===== src/rtl/icache_fill_server_if.sv =====
// rtl/icache_fill_server_if.sv - icache refill request and memory beat port bundle
interface icache_fill_server_if #(
  parameter int ADDRESS_BITS = 32,
  parameter int BLOCK_WIDTH  = 256,
  parameter int MEM_WIDTH    = 64
);
  logic                    valid_i;
  logic [ADDRESS_BITS-1:0] address_in;
  logic                    ready_o;
  logic [BLOCK_WIDTH-1:0]  data_out;
  logic                    invalidate;
  logic                    busy;
  logic                    mem_req_valid;
  logic                    mem_req_ready;
  logic [ADDRESS_BITS-1:0] mem_req_address;
  logic                    mem_resp_valid;
  logic [MEM_WIDTH-1:0]    mem_resp_data;

  modport master (
    output valid_i, address_in, invalidate, mem_req_ready, mem_resp_valid, mem_resp_data,
    input  ready_o, data_out, busy, mem_req_valid, mem_req_address
  );

  modport slave (
    input  valid_i, address_in, invalidate, mem_req_ready, mem_resp_valid, mem_resp_data,
    output ready_o, data_out, busy, mem_req_valid, mem_req_address
  );
endinterface


===== src/rtl/icache_fill_server.sv =====
// rtl/icache_fill_server.sv - fetches an icache line as memory beats, with a one-line fill buffer
module icache_fill_server #(
  parameter int ADDRESS_BITS = 32,
  parameter int BLOCK_WIDTH  = 256,
  parameter int MEM_WIDTH    = 64
) (
  input  logic                 clk,
  input  logic                 rst_n,
  icache_fill_server_if.slave  bus
);
  localparam int BEATS      = BLOCK_WIDTH / MEM_WIDTH;
  localparam int LINE_OFF   = $clog2(BLOCK_WIDTH / 8);
  localparam int BEAT_BYTES = MEM_WIDTH / 8;
  localparam int CW         = $clog2(BEATS) + 1;
  localparam int TAG_W      = ADDRESS_BITS - LINE_OFF;

  typedef enum logic [1:0] {IDLE, FETCH, RESP} state_t;

  state_t                  r_state;
  logic [BLOCK_WIDTH-1:0]  r_line;
  logic                    r_buf_valid;
  logic [TAG_W-1:0]        r_buf_tag;
  logic [ADDRESS_BITS-1:0] r_base;
  logic [CW-1:0]           r_req_cnt;
  logic [CW-1:0]           r_rsp_cnt;

  logic [TAG_W-1:0] w_tag;
  logic             w_hit;
  logic             w_req_valid;

  assign w_tag       = bus.address_in[ADDRESS_BITS-1:LINE_OFF];
  // A coincident invalidate must turn a would-be hit into a refetch.
  assign w_hit       = r_buf_valid && (r_buf_tag == w_tag) && !bus.invalidate;
  assign w_req_valid = (r_state == FETCH) && (r_req_cnt < CW'(BEATS));

  assign bus.ready_o         = (r_state == RESP);
  assign bus.busy            = (r_state != IDLE);
  assign bus.data_out        = r_line;
  assign bus.mem_req_valid   = w_req_valid;
  assign bus.mem_req_address = r_base + (ADDRESS_BITS'(r_req_cnt) * ADDRESS_BITS'(BEAT_BYTES));

  always_ff @(posedge clk or negedge rst_n) begin
    if (!rst_n) begin
      r_state     <= IDLE;
      r_line      <= '0;
      r_buf_valid <= 1'b0;
      r_buf_tag   <= '0;
      r_base      <= '0;
      r_req_cnt   <= '0;
      r_rsp_cnt   <= '0;
    end else begin
      case (r_state)
        IDLE: begin
          if (bus.valid_i) begin
            if (w_hit) begin
              r_state <= RESP;
            end else begin
              r_base    <= {w_tag, {LINE_OFF{1'b0}}};
              r_req_cnt <= '0;
              r_rsp_cnt <= '0;
              r_state   <= FETCH;
            end
          end
        end
        FETCH: begin
          if (w_req_valid && bus.mem_req_ready) begin
            r_req_cnt <= r_req_cnt + CW'(1);
          end
          if (bus.mem_resp_valid) begin
            for (int k = 0; k < BEATS; k++) begin
              if (r_rsp_cnt == CW'(k)) begin
                r_line[k*MEM_WIDTH +: MEM_WIDTH] <= bus.mem_resp_data;
              end
            end
            r_rsp_cnt <= r_rsp_cnt + CW'(1);
            if (r_rsp_cnt == CW'(BEATS - 1)) begin
              r_buf_tag   <= r_base[ADDRESS_BITS-1:LINE_OFF];
              r_buf_valid <= 1'b1;
              r_state     <= RESP;
            end
          end
        end
        RESP: begin
          r_state <= IDLE;
        end
        default: begin
          r_state <= IDLE;
        end
      endcase
      // Placed last so it overrides a fill completing in the same cycle.
      if (bus.invalidate) begin
        r_buf_valid <= 1'b0;
      end
    end
  end
endmodule


===== src/flat_wrapper.sv =====
// flat-port wrapper written by rule: the top's interface ports become plain ports
module icache_fill_server_flat 
#(
  parameter int ADDRESS_BITS = 32,
  parameter int BLOCK_WIDTH  = 256,
  parameter int MEM_WIDTH    = 64
)
  (clk, rst_n, bus_valid_i, bus_address_in, bus_invalidate, bus_mem_req_ready, bus_mem_resp_valid, bus_mem_resp_data, bus_ready_o, bus_data_out, bus_busy, bus_mem_req_valid, bus_mem_req_address);
  icache_fill_server_if #(.ADDRESS_BITS(ADDRESS_BITS), .BLOCK_WIDTH(BLOCK_WIDTH), .MEM_WIDTH(MEM_WIDTH)) bus_i ();
  input  logic clk;
  input  logic rst_n;
  input wire logic [$bits(bus_i.valid_i)-1:0] bus_valid_i;
  input wire logic [$bits(bus_i.address_in)-1:0] bus_address_in;
  input wire logic [$bits(bus_i.invalidate)-1:0] bus_invalidate;
  input wire logic [$bits(bus_i.mem_req_ready)-1:0] bus_mem_req_ready;
  input wire logic [$bits(bus_i.mem_resp_valid)-1:0] bus_mem_resp_valid;
  input wire logic [$bits(bus_i.mem_resp_data)-1:0] bus_mem_resp_data;
  output wire logic [$bits(bus_i.ready_o)-1:0] bus_ready_o;
  output wire logic [$bits(bus_i.data_out)-1:0] bus_data_out;
  output wire logic [$bits(bus_i.busy)-1:0] bus_busy;
  output wire logic [$bits(bus_i.mem_req_valid)-1:0] bus_mem_req_valid;
  output wire logic [$bits(bus_i.mem_req_address)-1:0] bus_mem_req_address;
  assign bus_i.valid_i = bus_valid_i;
  assign bus_i.address_in = bus_address_in;
  assign bus_i.invalidate = bus_invalidate;
  assign bus_i.mem_req_ready = bus_mem_req_ready;
  assign bus_i.mem_resp_valid = bus_mem_resp_valid;
  assign bus_i.mem_resp_data = bus_mem_resp_data;
  assign bus_ready_o = bus_i.ready_o;
  assign bus_data_out = bus_i.data_out;
  assign bus_busy = bus_i.busy;
  assign bus_mem_req_valid = bus_i.mem_req_valid;
  assign bus_mem_req_address = bus_i.mem_req_address;
  icache_fill_server #(.ADDRESS_BITS(ADDRESS_BITS), .BLOCK_WIDTH(BLOCK_WIDTH), .MEM_WIDTH(MEM_WIDTH)) u_core (.clk(clk), .rst_n(rst_n), .bus(bus_i));
endmodule

===== config.mk =====
export PLATFORM = sky130hd
export DESIGN_NAME = icache_fill_server_flat
export DESIGN_NICKNAME = d
export VERILOG_FILES = /design/src/rtl/icache_fill_server_if.sv /design/src/rtl/icache_fill_server.sv /design/src/flat_wrapper.sv
export SDC_FILE = /design/constraint.sdc
export NUM_CORES = 1
export LEC_CHECK = 0
export BUFFER_PORTS_ARGS = -buffer_cell sky130_fd_sc_hd__buf_4
export CORE_ASPECT_RATIO = 0.9
export CORE_MARGIN = 2
export CORE_UTILIZATION = 51
export CTS_BUF_LIST = sky130_fd_sc_hd__clkbuf_4 sky130_fd_sc_hd__clkbuf_8 sky130_fd_sc_hd__clkbuf_16
export DETAILED_ROUTE_END_ITERATION = 8
export PLACE_DENSITY_LB_ADDON = 0.2
export SETUP_SLACK_MARGIN = 0.02
export SLEW_MARGIN = 20
export SYNTH_ARGS = -nofsm -noshare
export SYNTH_HDL_FRONTEND = slang
export SYNTH_SLANG_ARGS = --single-unit

===== constraint.sdc =====
create_clock -name clk -period 2.46 [get_ports clk]
set_input_delay 0.123 -clock clk [delete_from_list [all_inputs] [get_ports clk]]
set_output_delay 0.123 -clock clk [all_outputs]
set_load 0.01 [all_outputs]

* Word-level counts from Yosys, hierarchy flattened *
Cells that the tools add are included.

word-level totals
  register bits after elaboration = 319
  bits in latches = 0
  memory bits (writable) = 0
  ROM bits = 0
  input bits = 102
  output and inout port bits = 291
  logic and storage cells = 62
  memories = 0

operators by class
  add/sub/neg operators = 3
  $mul = 0
  div/mod/pow operators = 0
  order comparisons = 1
  equal/unequal tests = 11
  shift operators = 0
  multiplexer cells = 15
  bitwise logic cells = 1
  reductions and logical operators = 21

operator list
  cell                                                count
  adder 32 x 6 -> 32 bit                              1
  == test 27 bit                                      1
  AND reduction 3 bit                                 7
  2-to-1 mux 3 bit                                    4
  one-hot mux 3 bit (2 select lines)                  2
  != test 2 bit (second input constant)               5
  nonzero test 2 bit                                  5
  2-to-1 mux 2 bit                                    4
  AND reduction 4 bit                                 2
  adder 3 x 1 -> 3 bit (second input constant)        2
  == test 3 x 2 -> 1 bit (second input constant)      2
  logical AND 1 bit                                   4
  2-to-1 mux 1 bit                                    4
  one-hot mux 2 bit (2 select lines)                  1
  == test 3 x 1 -> 1 bit (second input constant)      1
  logical NOT 3 bit                                   1
  less-than comparator 3 bit (second input constant)  1
  == test 2 x 1 -> 1 bit (second input constant)      1
  == test 2 bit (second input constant)               1
  logical NOT 2 bit                                   1
  logical NOT 1 bit                                   1
  inverter 1 bit                                      1

* Depth between registers and ports, before layout *
Gate-level depths: netlist of the first run.

  depth after elaboration = 6
  depth in mapped cells = 7
  gate-level depth less buffers = 7

* Worst setup path before layout of the first run *
No wires, ideal clock.

  kind = reg-to-output
  from = register u_core.r_req_cnt[2]
  to = output port bus_mem_req_address[31]
  arrival time = 1.893 ns
  path slack = 0.444 ns
  cell stages (with the launch flop) = 7
  buffers on the path = 0
  cells stage by stage = dfrtp_1 ha_1 ha_1 nand3_1 nor4_1 nand4_1 xnor2_1

between the ends
  cells in the longest elaborated chain, start to end = 1

ends and longest elaborated chain
  what                    RTL line                  RTL
  from (decl)             icache_fill_server.sv:24  logic [CW-1:0] r_req_cnt;
  from (signal assigned)  icache_fill_server.sv:67  r_req_cnt <= r_req_cnt + CW'(1);
  adder 32 x 6 -> 32 bit  icache_fill_server.sv:40  assign bus.mem_req_address = r_base + (ADDRESS_BITS'(r_req_cnt) * ADDRESS_BITS'(BEAT_BYTES));
  to (decl)               flat_wrapper.sv:22        output wire logic [$bits(bus_i.mem_req_address)-1:0] bus_mem_req_address;

No other way between the ends.

* Worst setup path after layout of the first run *
Same ends and word-level chain as after synthesis.

==> implementation parameters, run 1 <==
Parameter                              Value

Routing
  Detailed route wirelength on metal2 ... 17500 µm
  Final routed wirelength across all metal layers ... 34000 µm
  Highest metal layer with signal wires ... met4
  Via count ... 8783
  Detailed-route wire length on metal 1 ... 12800 µm
  DR WL met3 ... 2420 µm
  Number of DRC markers after the initial detailed-route iteration ... 470
  Average via count per standard cell ... 5.22
  Detailed Routing Iterations Pass 1 ... 7
  Residual antenna-violating net count after detailed routing ... 0
  WL/cell ... 20.2 µm
  Post-route DRC violation count ... 0

Power and ir drop
  Power per standard cell area ... 1370 mW/mm²
  Reported leakage power ... 8.64 nW
  VDD IR-drop max ... 0.890 mV

Finish
  Fillcell total ... 1542
  Final cell area excluding filler cells ... 0.0184 mm²
  Layout Cells excl Fill ... 1682
  Layout net count ... 1435
  Share of final-layout standard cells stronger than drive strength 1 ... 58.9%
  Count of inserted antenna diode cells ... 0
  Relative area change from synthesis to final layout ... 44.0%

Floorplan
  Initial Utilization ... 52.3%
  Die footprint ... 0.0263 mm²
  Top-level port count ... 393
  Vertical die dimension ... 154 µm
  Die outline width ... 171 µm
  Area of the core ... 0.0244 mm²
  Std cell rows ... 54

Setup path
  Critical Path RT ... 2.34 ns
  Kind of critical path ... reg -> out
  Data arrival time at the worst-slack endpoint ... 2.22 ns
  Nature of the critical path startpoint ... flip-flop
  Max Fanout on Critical Path ... 6
  Kind of capture point of the worst setup path ... primary output

Global route
  Number of antenna violations at the first check in global routing ... 0
  Global-route congestion overflow total ... 0
  Pin count of the biggest net entering global routing ... 80
  Total GRT Usage ... 25.4%
  Global-route wire length before repair ... 51800 µm
  Vias in the first global route ... 9481

Timing
  Maximum clock rate ... 0.427 GHz
  Post-route setup slack ... 0.121 ns
  Worst-Margin Slew ... 0.669 ns
  Final number of hold-violating endpoints ... 0
  Relative slew slack ... 55.4%
  Final setup viols ... 0
  Post-layout minimum cycle time ... 2.34 ns
  Clock Skews ... 0.00845 ns
  Post-route clock period utilization ... 95.1%
  Final-report max-slew violation count ... 0

Placed design
  Last weighted congestion value of the routability-driven placer ... 0.819
  Detailed-placement wirelength estimate ... 22300 µm
  Pre-CTS WS ... 0.346 ns
  Count of port buffers added during placement ... 384
  Area after DPL ... 0.0162 mm²
  Placed cell count ... 1524

Clock network
  Clock edge transition at the registers on the reported setup and hold paths ... 0.05 ns
  Clock tree root driver cell ... sky130_fd_sc_hd__clkbuf_16
  TritonCTS clock tree ... built
  Clock net sink count ... 319
  H-Tree Level Count ... 2
  Total clock buffers created by CTS ... 34
  Clock latency reported for the late side of the worst-skew pair ... 0.50 ns
  Number of buffers on the longest clock path ... 3

Synthesis
  Top flip-flop cell by instance count after synthesis ... sky130_fd_sc_hd__dfrtp_1
  Gate Count Post-Synth ... 823
  Synthesized area divided by synthesized cell count ... 15.5 µm²
  Leading post-synthesis cells by cell area ... sky130_fd_sc_hd__dfrtp_1 (63%), sky130_fd_sc_hd__mux2_2 (27%), sky130_fd_sc_hd__xnor2_1 (2.8%), sky130_fd_sc_hd__buf_2 (1.1%), sky130_fd_sc_hd__ha_1 (0.78%)
  Flops & latches, synth ... 319
  Area share of the largest cell type after synthesis ... 62.6%
  Distinct cells, synth ... 34
  Synth area leader ... sky130_fd_sc_hd__dfrtp_1
  Summed instance area of the synthesized netlist ... 0.0128 mm²
  Post-synth EDFFs ... 0
  Fraction of registers with async set or reset after synthesis ... 100%
  Cell types with the highest counts after synthesis ... sky130_fd_sc_hd__dfrtp_1 (319), sky130_fd_sc_hd__mux2_2 (311), sky130_fd_sc_hd__xnor2_1 (41)
  Count of synthesis-stage warnings from yosys ... 0
  Cell with the most instances after synthesis ... sky130_fd_sc_hd__dfrtp_1
  Register area share after synthesis ... 62.6%

Run
  Max-capacitance violation count ... 0

Worst hold path
  Hold Path Class ... in -> reg

Outcome
  Outcome ... completed
==> per-layer routing <==
metal / track usage (%) / vias to the layer above
met5: 0 / -
met3: 7.13 / 74
met2: 44.8 / 304
li1: - / 3909
met1: 29.4 / 4496
met4: 9.65 / 0
==> final cells by class <==
class                      count  area (µm²)  area share [%]
clock buffer                  56        1150            6.26
clock inverter                 1        7.51          0.0409
inverter                       6        22.5           0.123
multi-input combinational    462        4670            25.4
sequential                   319        7980            43.5
tap                          336         420            2.29
timing repair buffer         502        4110            22.4
==> state kept, by name (all words and copies together) (netlist names) <==
signal and count:
u_core.bus.data_out 256, u_core.r_req_cnt 3, u_core.r_rsp_cnt 3, u_core.r_buf_valid 1
u_core.r_state 2, u_core.r_buf_tag 27, u_core.r_base 27
==> cells by family (layout without fill, tap and decap cells) <==
family,Yosys count,count (layout),synth area share (%)
flip-flops,319,319,62.6
multiplexers,313,313,27.6
AND/OR/NAND/NOR,70,70,2.86
XOR/XNOR,52,52,3.57
buffers and inverters,44,565,1.77
AO/OA/AOI/OAI,16,16,0.804
adder cells (fa/ha/maj),8,8,0.785
other,1,3,0.0294
==> worst max-delay path, cell delays in order (launching register included) <==
cell                      delay, ns
sky130_fd_sc_hd__dfrtp_1       0.39
sky130_fd_sc_hd__ha_4          0.17
sky130_fd_sc_hd__ha_4          0.15
sky130_fd_sc_hd__nand3_4       0.11
sky130_fd_sc_hd__nor4_4        0.23
sky130_fd_sc_hd__buf_4         0.19
sky130_fd_sc_hd__nand4_1       0.11
sky130_fd_sc_hd__xnor2_1       0.21
sky130_fd_sc_hd__buf_4         0.15
==> per-stage QoR <==
stage | setup TNS (ns) | hold slack (ns) | power (W) | util, %
after global routing | -0.0153 | 0.0564 | 0.0264 | 75.3
final | 0 | 0.0323 | 0.0252 | 75.3
after global placement | 0 | 0.165 | 0.0194 | 66.2
after detailed placement | 0 | 0.171 | 0.0198 | 66.2
after CTS | 0 | 0.00883 | 0.0252 | 74.9
after floorplan | 0 | -0.173 | 0.0143 | -
==> final timing paths <==
path / slack, ns / depth (start not counted) / endpoint / start
setup / recovery: 0.12 / 8 / bus_mem_req_address[31] / u_core.r_req_cnt[2]$_DFFE_PN0P_
hold / removal: 0.03 / 3 / u_core.r_state[0]$_DFFE_PN0P_ / bus_mem_resp_valid
setup reg to reg: 0.29 / 7 / u_core.r_base[5]$_DFFE_PN0P_ / u_core.r_buf_tag[8]$_DFFE_PN0P_
hold reg to reg: 0.50 / 1 / u_core.bus.data_out[166]$_DFFE_PN0P_ / u_core.bus.data_out[166]$_DFFE_PN0P_
max in group asynchronous: 1.44 / 3 / u_core.bus.data_out[30]$_DFFE_PN0P_ / rst_n
min in group asynchronous: 0.21 / 2 / u_core.r_buf_tag[11]$_DFFE_PN0P_ / rst_n
==> what timing repair did <==
item | CTS | global route
buffers inserted | 0 | 7
pin swaps | 1 | 4
endpoints found under the hold margin | 358 | 0
gates resized for setup | 3 | 10
hold buffers | 94 | 0
setup endpoints to repair | 9 | 14
==> where the power goes <==
group | leakage, nW | internal (W) | switching [W] | total, W
registers | 3.85 | 0.00790 | 0.00174 | 0.00963
clock network | 0.577 | 0.00318 | 0.00198 | 0.00516
logic | 4.22 | 0.00598 | 0.00442 | 0.0104
total | 8.64 | 0.0170 | 0.00814 | 0.0252
==> layout by cell type, fill, tap and decap left out, drive strengths merged <==
master and instances:
nor3b 1, o21bai 1, conb 3, dfrtp 319
nand3 11, buf 408, nand2 19, or2 1
a21oi 2, clkbuf 56, xor2 11, a22oi 3
nor4 3, and2 2, clkinvlp 1, nor2b 3
xnor2 41, o31ai 3, and4 3, mux2i 2
nor2 10, mux2 311, nor3 1, o22ai 2
o21ai 3, and3 2, ha 8, nand2b 3
inv 6, nand4 11, a31oi 2, dlygate4sd3 94
Power figures use the tool's default switching activity.
==> run 2: changes to the inputs <==
Settings changed: GPL_TIMING_DRIVEN set to 0, RECOVER_POWER set to 100.
==> run 2 against run 1 <==
  * Utilization fell by 4.6 points
  * Sequential cell count did not move
  * Sequential power fell by 1%
  * Highest routed layer unchanged
==> implementation parameters, run 2 (synthesis gave the netlist of run 1 again) <==
Parameter                              Value

Routing
  Via count ... 8787 (+0.046%)
  Residual antenna-violating net count after detailed routing ... 0 (unchanged)
  Final routed wirelength across all metal layers ... 34100 µm (+0.29%)
  Average via count per standard cell ... 5.15 (-1.4%)
  WL/cell ... 20.0 µm (-1.1%)
  Post-route DRC violation count ... 0 (unchanged)
  Number of DRC markers after the initial detailed-route iteration ... 477 (+1.5%)
  Detailed Routing Iterations Pass 1 ... 4 (-3)

Clock network
  Number of buffers on the longest clock path ... 3 (unchanged)
  Total clock buffers created by CTS ... 35 (+2.9%)
  Clock latency reported for the late side of the worst-skew pair ... 0.50 ns (about the same)
  Clock edge transition at the registers on the reported setup and hold paths ... 0.06 ns (about the same)
  Clock net sink count ... 319 (unchanged)
  TritonCTS clock tree ... built
  Clock tree root driver cell ... sky130_fd_sc_hd__clkbuf_16
  H-Tree Level Count ... 2 (unchanged)

Global route
  Met3 capacity usage during global routing ... 7.00% (-0.13 points)
  Global-route wire length before repair ... 53300 µm (+2.9%)
  Total GRT Usage ... 26.3% (+0.87 points)
  Vias in the first global route ... 9601 (+1.3%)
  Most heavily used metal layer in global routing ... met2
  Number of antenna violations at the first check in global routing ... 0 (unchanged)
  Pin count of the biggest net entering global routing ... 99 (+24%)
  Met2 track demand over resource ... 45.1% (+0.21 points)
  Global-route congestion overflow total ... 0 (unchanged)
  GR met1 Demand/Resource ... 31.9% (+2.6 points)

Floorplan
  Top-level port count ... 393 (unchanged)
  Area of the core ... 0.0244 mm² (unchanged)
  Std cell rows ... 54 (unchanged)
  Vertical die dimension ... 154 µm (unchanged)
  Die footprint ... 0.0263 mm² (unchanged)
  Die outline width ... 171 µm (unchanged)
  Initial Utilization ... 52.3% (unchanged)

Power and ir drop
  Reported leakage power ... 7.62 nW (-12%)
  Proportion of power drawn by flip-flops and latches ... 41.4% (+3.2 points)
  Net Switching ... 0.00806 W (-1.0%)
  VDD IR-drop max ... 0.853 mV (-4.2%)
  Combinational cell fraction of total power ... 37.1% (-4.2 points)
  Switching portion of total power ... 35.0% (+2.7 points)
  Internal power ... 0.0150 W (-12%)
  Fraction of power consumed by the clock network ... 21.5% (+1.0 points)
  Power per standard cell area ... 1340 mW/mm² (-2.6%)

Timing
  Final-report max-slew violation count ... 0 (unchanged)
  Worst-Margin Slew ... 1.32 ns (+0.650 ns)
  Final setup viols ... 0 (unchanged)
  Clock Skews ... 0.0141 ns (+0.00564 ns)
  Post-route clock period utilization ... 95.4% (+0.33 points)
  Final number of hold-violating endpoints ... 0 (unchanged)
  Post-layout minimum cycle time ... 2.35 ns (+0.00810 ns)
  Total negative slack for setup checks ... 0 ns (unchanged)
  Maximum clock rate ... 0.426 GHz (-0.34%)
  RSZ-0062 raised after global routing ... true
  Relative slew slack ... 12.0% (-43 points)

Setup path
  Cell Chain, Critical Path ... ha_4, and4_4, nand2b_2, nor3_4, nand4_1, xnor2_1, buf_4
  Crit path buf inv count ... 1 (-1)
  R2r setup slk ... 0.19 ns (-0.10 ns)
  Kind of critical path ... reg -> out
  Gate family responsible for the most delay along the worst path ... simple AND/OR/NAND/NOR gates
  Cell with the largest stage delay on the worst path ... sky130_fd_sc_hd__dfrtp_1
  Worst reg2reg endpoint ... u_core.r_state[0]$_DFFE_PN0P_
  Startpoint of the lowest-slack register-to-register path ... u_core.r_buf_tag[3]$_DFFE_PN0P_
  Slowest stage delay, CP ... 0.42 ns (+0.03 ns)
  Crit path launch ... u_core.r_req_cnt[2]$_DFFE_PN0P_
  Critical Path Stages ... 7 (-1)
  Nature of the critical path startpoint ... flip-flop
  Critical Path RT ... 2.34 ns (about the same)
  Kind of capture point of the worst setup path ... primary output
  Endpoint of the most critical setup path ... bus_mem_req_address[28]
  Data arrival time at the worst-slack endpoint ... 2.22 ns (about the same)
  Max Fanout on Critical Path ... 6 (unchanged)
  Depth of the most critical reg-to-reg path ... 7 (unchanged)

Placed design
  Count of port buffers added during placement ... 384 (unchanged)
  Last weighted congestion value of the routability-driven placer ... 0.820 (about the same)
  Placed cell count ... 1548 (+1.6%)
  Detailed-placement wirelength estimate ... 23400 µm (+5.2%)

Worst hold path
  Hold Path Class ... in -> reg

Run
  Max-capacitance violation count ... 0 (unchanged)

Finish
  Most common library cell in the layout ignoring fill and taps ... sky130_fd_sc_hd__dfrtp_1
  Share of final-layout standard cells stronger than drive strength 1 ... 39.1% (-20 points)
  Count of inserted antenna diode cells ... 0 (unchanged)
  Largest register FFs ... 256 (unchanged)
  Layout Cells excl Fill ... 1706 (+1.4%)
  Commonest non-fill, non-tap cells in the layout ... sky130_fd_sc_hd__dfrtp_1 (315), sky130_fd_sc_hd__mux2_2 (309), sky130_fd_sc_hd__clkbuf_1 (274)
  Relative area change from synthesis to final layout ... 35.1%
  Layout net count ... 1458 (+1.6%)

Outcome
  Outcome ... completed
run 2: cell count changes in the layout (fill, tap and decap cells not counted), moves of 3 or more:
cell and change:
sky130_fd_sc_hd__buf_12 -7, sky130_fd_sc_hd__buf_4 -277, sky130_fd_sc_hd__clkbuf_1 +274, sky130_fd_sc_hd__clkbuf_2 +27, sky130_fd_sc_hd__clkbuf_4 +4, sky130_fd_sc_hd__clkbuf_8 -5
sky130_fd_sc_hd__clkinv_2 +7, sky130_fd_sc_hd__dfrtp_1 -3, sky130_fd_sc_hd__dfrtp_2 +3, sky130_fd_sc_hd__nand2_1 +3, sky130_fd_sc_hd__nand2_4 -3
run 2: power groups by stage:
| stage | Clock, W | Sequential (W) | Combinational, W |
|---|---|---|---|
| floorplan | 0 | 0.0103 | 0.00401 |
| global placement | 0 | 0.00942 | 0.0100 |
| detailed placement | 0 | 0.00957 | 0.0102 |
| CTS | 0.00506 | 0.00954 | 0.0104 |
| global route | 0.00528 | 0.00987 | 0.00922 |
| finish | 0.00495 | 0.00952 | 0.00855 |
run 2: through the flow:
step / hold slack (ns) / power, W / setup WS [ns] / util, % / cell area [µm²]
global route: 0.0688 / 0.0244 / -0.00268 / 70.7 / 17200
detailed placement: 0.166 / 0.0198 / -0.263 / 66.2 / 16200
finish: 0.0574 / 0.0230 / 0.112 / 70.7 / 17200
CTS: 0.0365 / 0.0250 / 0.0222 / 74.9 / 18300
global placement: 0.284 / 0.0195 / -1.67 / 65.9 / 16100
floorplan: -0.173 / 0.0143 / 0.444 / - / 12800
run 2: per-layer routing:
metal / vias up / wire length [µm] / share of wire, %
met3: 79 / 2390 / 7.0
met4: 0 / 1200 / 3.5
li1: 3952 / - / -
met1: 4458 / 13400 / 39
met2: 298 / 17100 / 50
met5: - / 0 / 0
run 2: what timing repair did:
| action | CTS | global route |
|---|---|---|
| hold buffers | 95 | 0 |
| resized for setup | 9 | 9 |
| setup endpoints to repair | 81 | 16 |
| pin swaps | 3 | 2 |
| endpoints found under the hold margin | 366 | 0 |
| buffers inserted | 3 | 1 |
run 2: cell type report:
type | count | area [µm²]
Sequential cell | 319 | 7990
Fill cell | 1821 | 7150
Multi-Input combinational cell | 462 | 4630
Timing Repair Buffer | 486 | 2900
Clock buffer | 50 | 1040
Tap cell | 336 | 420
Buffer | 38 | 195
Clock inverter | 9 | 51.3
Inverter | 6 | 22.5
run 2: how the worst min path moves through the flow:
stage	slack, ns	from	cells past startpoint	endpoint
finish	0.06	bus_valid_i	3	u_core.r_state[1]$_DFFE_PN0P_
global route	0.07	bus_valid_i	3	u_core.r_state[1]$_DFFE_PN0P_
CTS	0.04	bus_valid_i	3	u_core.r_state[1]$_DFFE_PN0P_
detailed placement	0.17	rst_n	1	u_core.r_buf_tag[11]$_DFFE_PN0P_
global placement	0.28	bus_invalidate	2	u_core.r_buf_valid$_DFFE_PN0P_
floorplan	-0.17	rst_n	0	u_core.bus.data_out[0]$_DFFE_PN0P_
run 2: worst register-to-register path: stages (launching register included):
cell and delay, ns:
sky130_fd_sc_hd__dfrtp_1 0.39, sky130_fd_sc_hd__xnor2_1 0.21, sky130_fd_sc_hd__nand4_1 0.18, sky130_fd_sc_hd__nor4_1 0.43, sky130_fd_sc_hd__a31oi_1 0.16, sky130_fd_sc_hd__clkbuf_2 0.26
sky130_fd_sc_hd__buf_4 0.25, sky130_fd_sc_hd__or2_2 0.30
==> run 3: changes to the inputs <==
Settings changed: ABC_AREA set to 1, BUFFER_PORTS_ARGS -buffer_cell sky130_fd_sc_hd__buf_4 to -buffer_cell sky130_fd_sc_hd__buf_2, CAP_MARGIN set to 20, CORE_UTILIZATION 51 to 52.
==> run 3 against run 2 <==
  * The run now ends with negative setup slack left
  * Sequential power shrank 0.8%
  * Worst hold slack gained 0.016 ns
  * Non-clock buffer count grew 28
  * Routed wire length grew 16%
  * Utilization is essentially flat
  * Critical path type unchanged
  * Critical endpoint is now bus_mem_req_address[29]
==> implementation parameters, run 3 <==
Parameter                              Value

Clock network
  H-Tree Level Count ... 2 (unchanged)
  Clock latency reported for the late side of the worst-skew pair ... 0.51 ns (about the same)
  TritonCTS clock tree ... built
  Total clock buffers created by CTS ... 34 (-2.9%)
  Number of buffers on the longest clock path ... 3 (unchanged)
  Clock tree root driver cell ... sky130_fd_sc_hd__clkbuf_16
  Clock edge transition at the registers on the reported setup and hold paths ... 0.06 ns (about the same)
  Clock net sink count ... 319 (unchanged)

Finish
  Count of inserted antenna diode cells ... 0 (unchanged)
  Layout net count ... 1920 (+32%)
  Commonest non-fill, non-tap cells in the layout ... sky130_fd_sc_hd__dfrtp_1 (319), sky130_fd_sc_hd__clkbuf_1 (278), sky130_fd_sc_hd__nand2_1 (204)
  Layout Cells excl Fill ... 2167 (+27%)
  Relative area change from synthesis to final layout ... 32.7%
  Share of final-layout standard cells stronger than drive strength 1 ... 17.1% (-22 points)
  Most common library cell in the layout ignoring fill and taps ... sky130_fd_sc_hd__dfrtp_1
  Largest register FFs ... 256 (unchanged)

Timing
  Final setup viols ... 2 (+2)
  Final-report max-slew violation count ... 0 (unchanged)
  Post-route clock period utilization ... 102% (+6.8 points)
  Relative slew slack ... 15.5% (+3.4 points)
  Post-route setup slack ... -0.0555 ns (-0.168 ns)
  RSZ-0062 raised after global routing ... true
  Worst-Margin Slew ... 1.27 ns (-0.0517 ns)
  Final number of hold-violating endpoints ... 0 (unchanged)
  Total negative slack for setup checks ... -0.0746 ns (-0.0746 ns)
  Clock Skews ... 0.0157 ns (+0.00161 ns)
  Maximum clock rate ... 0.398 GHz (-6.7%)
  Post-layout minimum cycle time ... 2.52 ns (+0.168 ns)

Placed design
  Placed cell count ... 2006 (+30%)
  Detailed-placement wirelength estimate ... 26900 µm (+15%)
  Count of port buffers added during placement ... 384 (unchanged)
  Last weighted congestion value of the routability-driven placer ... 0.887 (+8.2%)

Setup path
  Cell Chain, Critical Path ... ha_4, ha_4, nand3_4, nor2_4, nand3_4, nor3_4, inv_2, nor2_2, xor2_1, buf_2
  Depth of the most critical reg-to-reg path ... 7 (unchanged)
  Cell with the largest stage delay on the worst path ... sky130_fd_sc_hd__dfrtp_1
  Startpoint of the lowest-slack register-to-register path ... u_core.r_rsp_cnt[0]$_DFFE_PN0P_
  Critical Path RT ... 2.34 ns (about the same)
  Critical Path Stages ... 10 (+3)
  Worst reg2reg endpoint ... u_core.bus.data_out[209]$_DFFE_PN0P_
  Kind of critical path ... reg -> out
  Max Fanout on Critical Path ... 6 (unchanged)
  Crit path buf inv count ... 2 (+1)
  Data arrival time at the worst-slack endpoint ... 2.39 ns (+0.17 ns)
  R2r setup slk ... 0.07 ns (-0.12 ns)
  Slowest stage delay, CP ... 0.39 ns (-0.03 ns)
  Gate family responsible for the most delay along the worst path ... simple AND/OR/NAND/NOR gates
  Kind of capture point of the worst setup path ... primary output
  Nature of the critical path startpoint ... flip-flop

Routing
  WL/cell ... 18.3 µm (-8.4%)
  Final routed wirelength across all metal layers ... 39600 µm (+16%)
  Via count ... 11200 (+28%)
  Detailed Routing Iterations Pass 1 ... 5 (+1)
  Average via count per standard cell ... 5.19 (+0.75%)
  Post-route DRC violation count ... 0 (unchanged)
  Residual antenna-violating net count after detailed routing ... 0 (unchanged)
  Number of DRC markers after the initial detailed-route iteration ... 924 (+94%)

Floorplan
  Die outline width ... 171 µm (about the same)
  Die footprint ... 0.0263 mm² (-0.12%)
  Area of the core ... 0.0244 mm² (unchanged)
  Vertical die dimension ... 154 µm (about the same)
  Std cell rows ... 54 (unchanged)
  Top-level port count ... 393 (unchanged)
  Initial Utilization ... 53.3% (+0.96 points)

Synthesis
  Cell types with the highest counts after synthesis ... sky130_fd_sc_hd__dfrtp_1 (319), sky130_fd_sc_hd__nand2_1 (204), sky130_fd_sc_hd__nor2_1 (165)
  Xor/xnor cell area share of the yosys netlist ... 2.09% (-1.5 points)
  Cell with the most instances after synthesis ... sky130_fd_sc_hd__dfrtp_1
  Flops & latches, synth ... 319 (unchanged)
  Top flip-flop cell by instance count after synthesis ... sky130_fd_sc_hd__dfrtp_1
  Fraction of registers with async set or reset after synthesis ... 100% (unchanged)
  Share of the synthesized area in compound gates (AO/OA/AOI/OAI) ... 8.90% (+8.1 points)
  Simple logic cell fraction of the synthesized area ... 13.4% (+11 points)
  Synthesized area divided by synthesized cell count ... 10.1 µm² (-35%)
  Distinct cells, synth ... 31 (-8.8%)
  Post-synth EDFFs ... 0 (unchanged)
  Count of synthesis-stage warnings from yosys ... 0 (unchanged)
  Dominant combinational cell family by area after synthesis ... simple AND/OR/NAND/NOR gates
  Register area share after synthesis ... 61.4% (-1.1 points)
  Gate Count Post-Synth ... 1281 (+56%)
  Leading post-synthesis cells by cell area ... sky130_fd_sc_hd__dfrtp_1 (61%), sky130_fd_sc_hd__nand2_1 (5.9%), sky130_fd_sc_hd__a21oi_1 (5.5%), sky130_fd_sc_hd__nor2_1 (4.8%), sky130_fd_sc_hd__mux2_2 (4.7%)
  Summed instance area of the synthesized netlist ... 0.0130 mm² (+1.8%)
  Synth area leader ... sky130_fd_sc_hd__dfrtp_1
  Mux cell area share after synthesis ... 6.93% (-21 points)
  Adder-Cell Fraction of Synth Area ... 0.770% (-0.014 points)
  Area share of the largest cell type after synthesis ... 61.4% (-1.1 points)

Worst hold path
  End of the worst hold path ... u_core.r_req_cnt[2]$_DFFE_PN0P_
  Hold wc startpoint ... bus_mem_req_ready
  Hold Crit Depth ... 5 (+2)
  Hold Path Class ... in -> reg

Global route
  Pin count of the biggest net entering global routing ... 100 (+1.0%)
  Total GRT Usage ... 30.1% (+3.8 points)
  Global-route congestion overflow total ... 0 (unchanged)
  Global-route wire length before repair ... 61800 µm (+16%)
  Number of antenna violations at the first check in global routing ... 0 (unchanged)
  Vias in the first global route ... 11500 (+20%)

Power and ir drop
  Reported leakage power ... 8.27 nW (+8.5%)
  Power per standard cell area ... 1340 mW/mm² (+0.32%)
  VDD IR-drop max ... 0.903 mV (+5.8%)
  Final total power ... 0.0231 W (+0.34%)

Run
  Max-capacitance violation count ... 0 (unchanged)

Outcome
  Violations in the final reports ... negative setup slack
  Outcome ... finished with violations
==> run 3: layout make-up <==
| class | count | area (µm²) |
|---|---|---|
| clock buffers | 50 | 1030 |
| inverters | 132 | 495 |
| flip-flops and latches | 319 | 7980 |
| clock inverters | 7 | 95.1 |
| plain buffers | 60 | 314 |
| fillers | 1932 | 7150 |
| repair buffers | 492 | 2670 |
| multi-input cells | 771 | 4240 |
| well taps | 336 | 420 |
==> run 3: cells by family (layout without fill, tap and decap cells) <==
group	Yosys count	in the layout
AND/OR/NAND/NOR	419	419
other	1	3
AO/OA/AOI/OAI	230	230
buffers and inverters	193	741
flip-flops	319	319
adder cells (fa/ha/maj)	8	8
multiplexers	80	80
XOR/XNOR	31	31
==> run 3: how the worst max path moves through the flow <==
stage | end | from
5_1_grt | bus_mem_req_address[29] | u_core.r_base[5]$_DFFE_PN0P_
6_report | bus_mem_req_address[29] | u_core.r_req_cnt[2]$_DFFE_PN0P_
4_1_cts | bus_mem_req_address[29] | u_core.r_req_cnt[2]$_DFFE_PN0P_
3_3_place_gp | u_core.bus.data_out[227]$_DFFE_PN0P_ | rst_n
3_5_place_dp | u_core.r_buf_tag[6]$_DFFE_PN0P_ | u_core.r_rsp_cnt[0]$_DFFE_PN0P_
2_1_floorplan | bus_mem_req_address[29] | u_core.r_req_cnt[2]$_DFFE_PN0P_
==> run 3: through the flow <==
step	hold WS [ns]	instance area [µm²]	utilization, %	setup WS, ns
6_report	0.0732	17200	70.7	-0.0555
5_1_grt	0.113	17200	70.7	-0.143
4_1_cts	0.0536	17600	72.1	-0.0810
3_5_place_dp	0.0520	15400	63.3	-0.108
3_3_place_gp	0.335	15300	62.9	-4.80
2_1_floorplan	-0.173	13000	-	0.612
==> run 3: what timing repair did <==
item,CTS,global route
setup endpoints to repair,22,11
hold buffers,94,0
setup buffers,7,4
resized for setup,10,10
pin swaps,7,6
endpoints found under the hold margin,504,0
==> run 3: where the power goes <==
group / internal (W) / switching, W
Sequential: 0.00781 / 0.00163
Clock: 0.00310 / 0.00203
Combinational: 0.00316 / 0.00537
==> run 3: layer usage <==
| metal | share of wire, % | GRT usage, % | wire [µm] |
|---|---|---|---|
| met5 | 0 | 0 | 0 |
| met4 | 3.9 | 12.2 | 1550 |
| met3 | 8.6 | 7.72 | 3410 |
| met2 | 48 | 49.0 | 18900 |
| met1 | 40 | 38.6 | 15800 |
==> run 3: tightest hold or removal path, stage by stage <==
cell and delay [ns]:
sky130_fd_sc_hd__buf_2 0.07, sky130_fd_sc_hd__nand2_1 0.06, sky130_fd_sc_hd__nand2_1 0.12, sky130_fd_sc_hd__nand3_1 0.09, sky130_fd_sc_hd__nand2_1 0.06
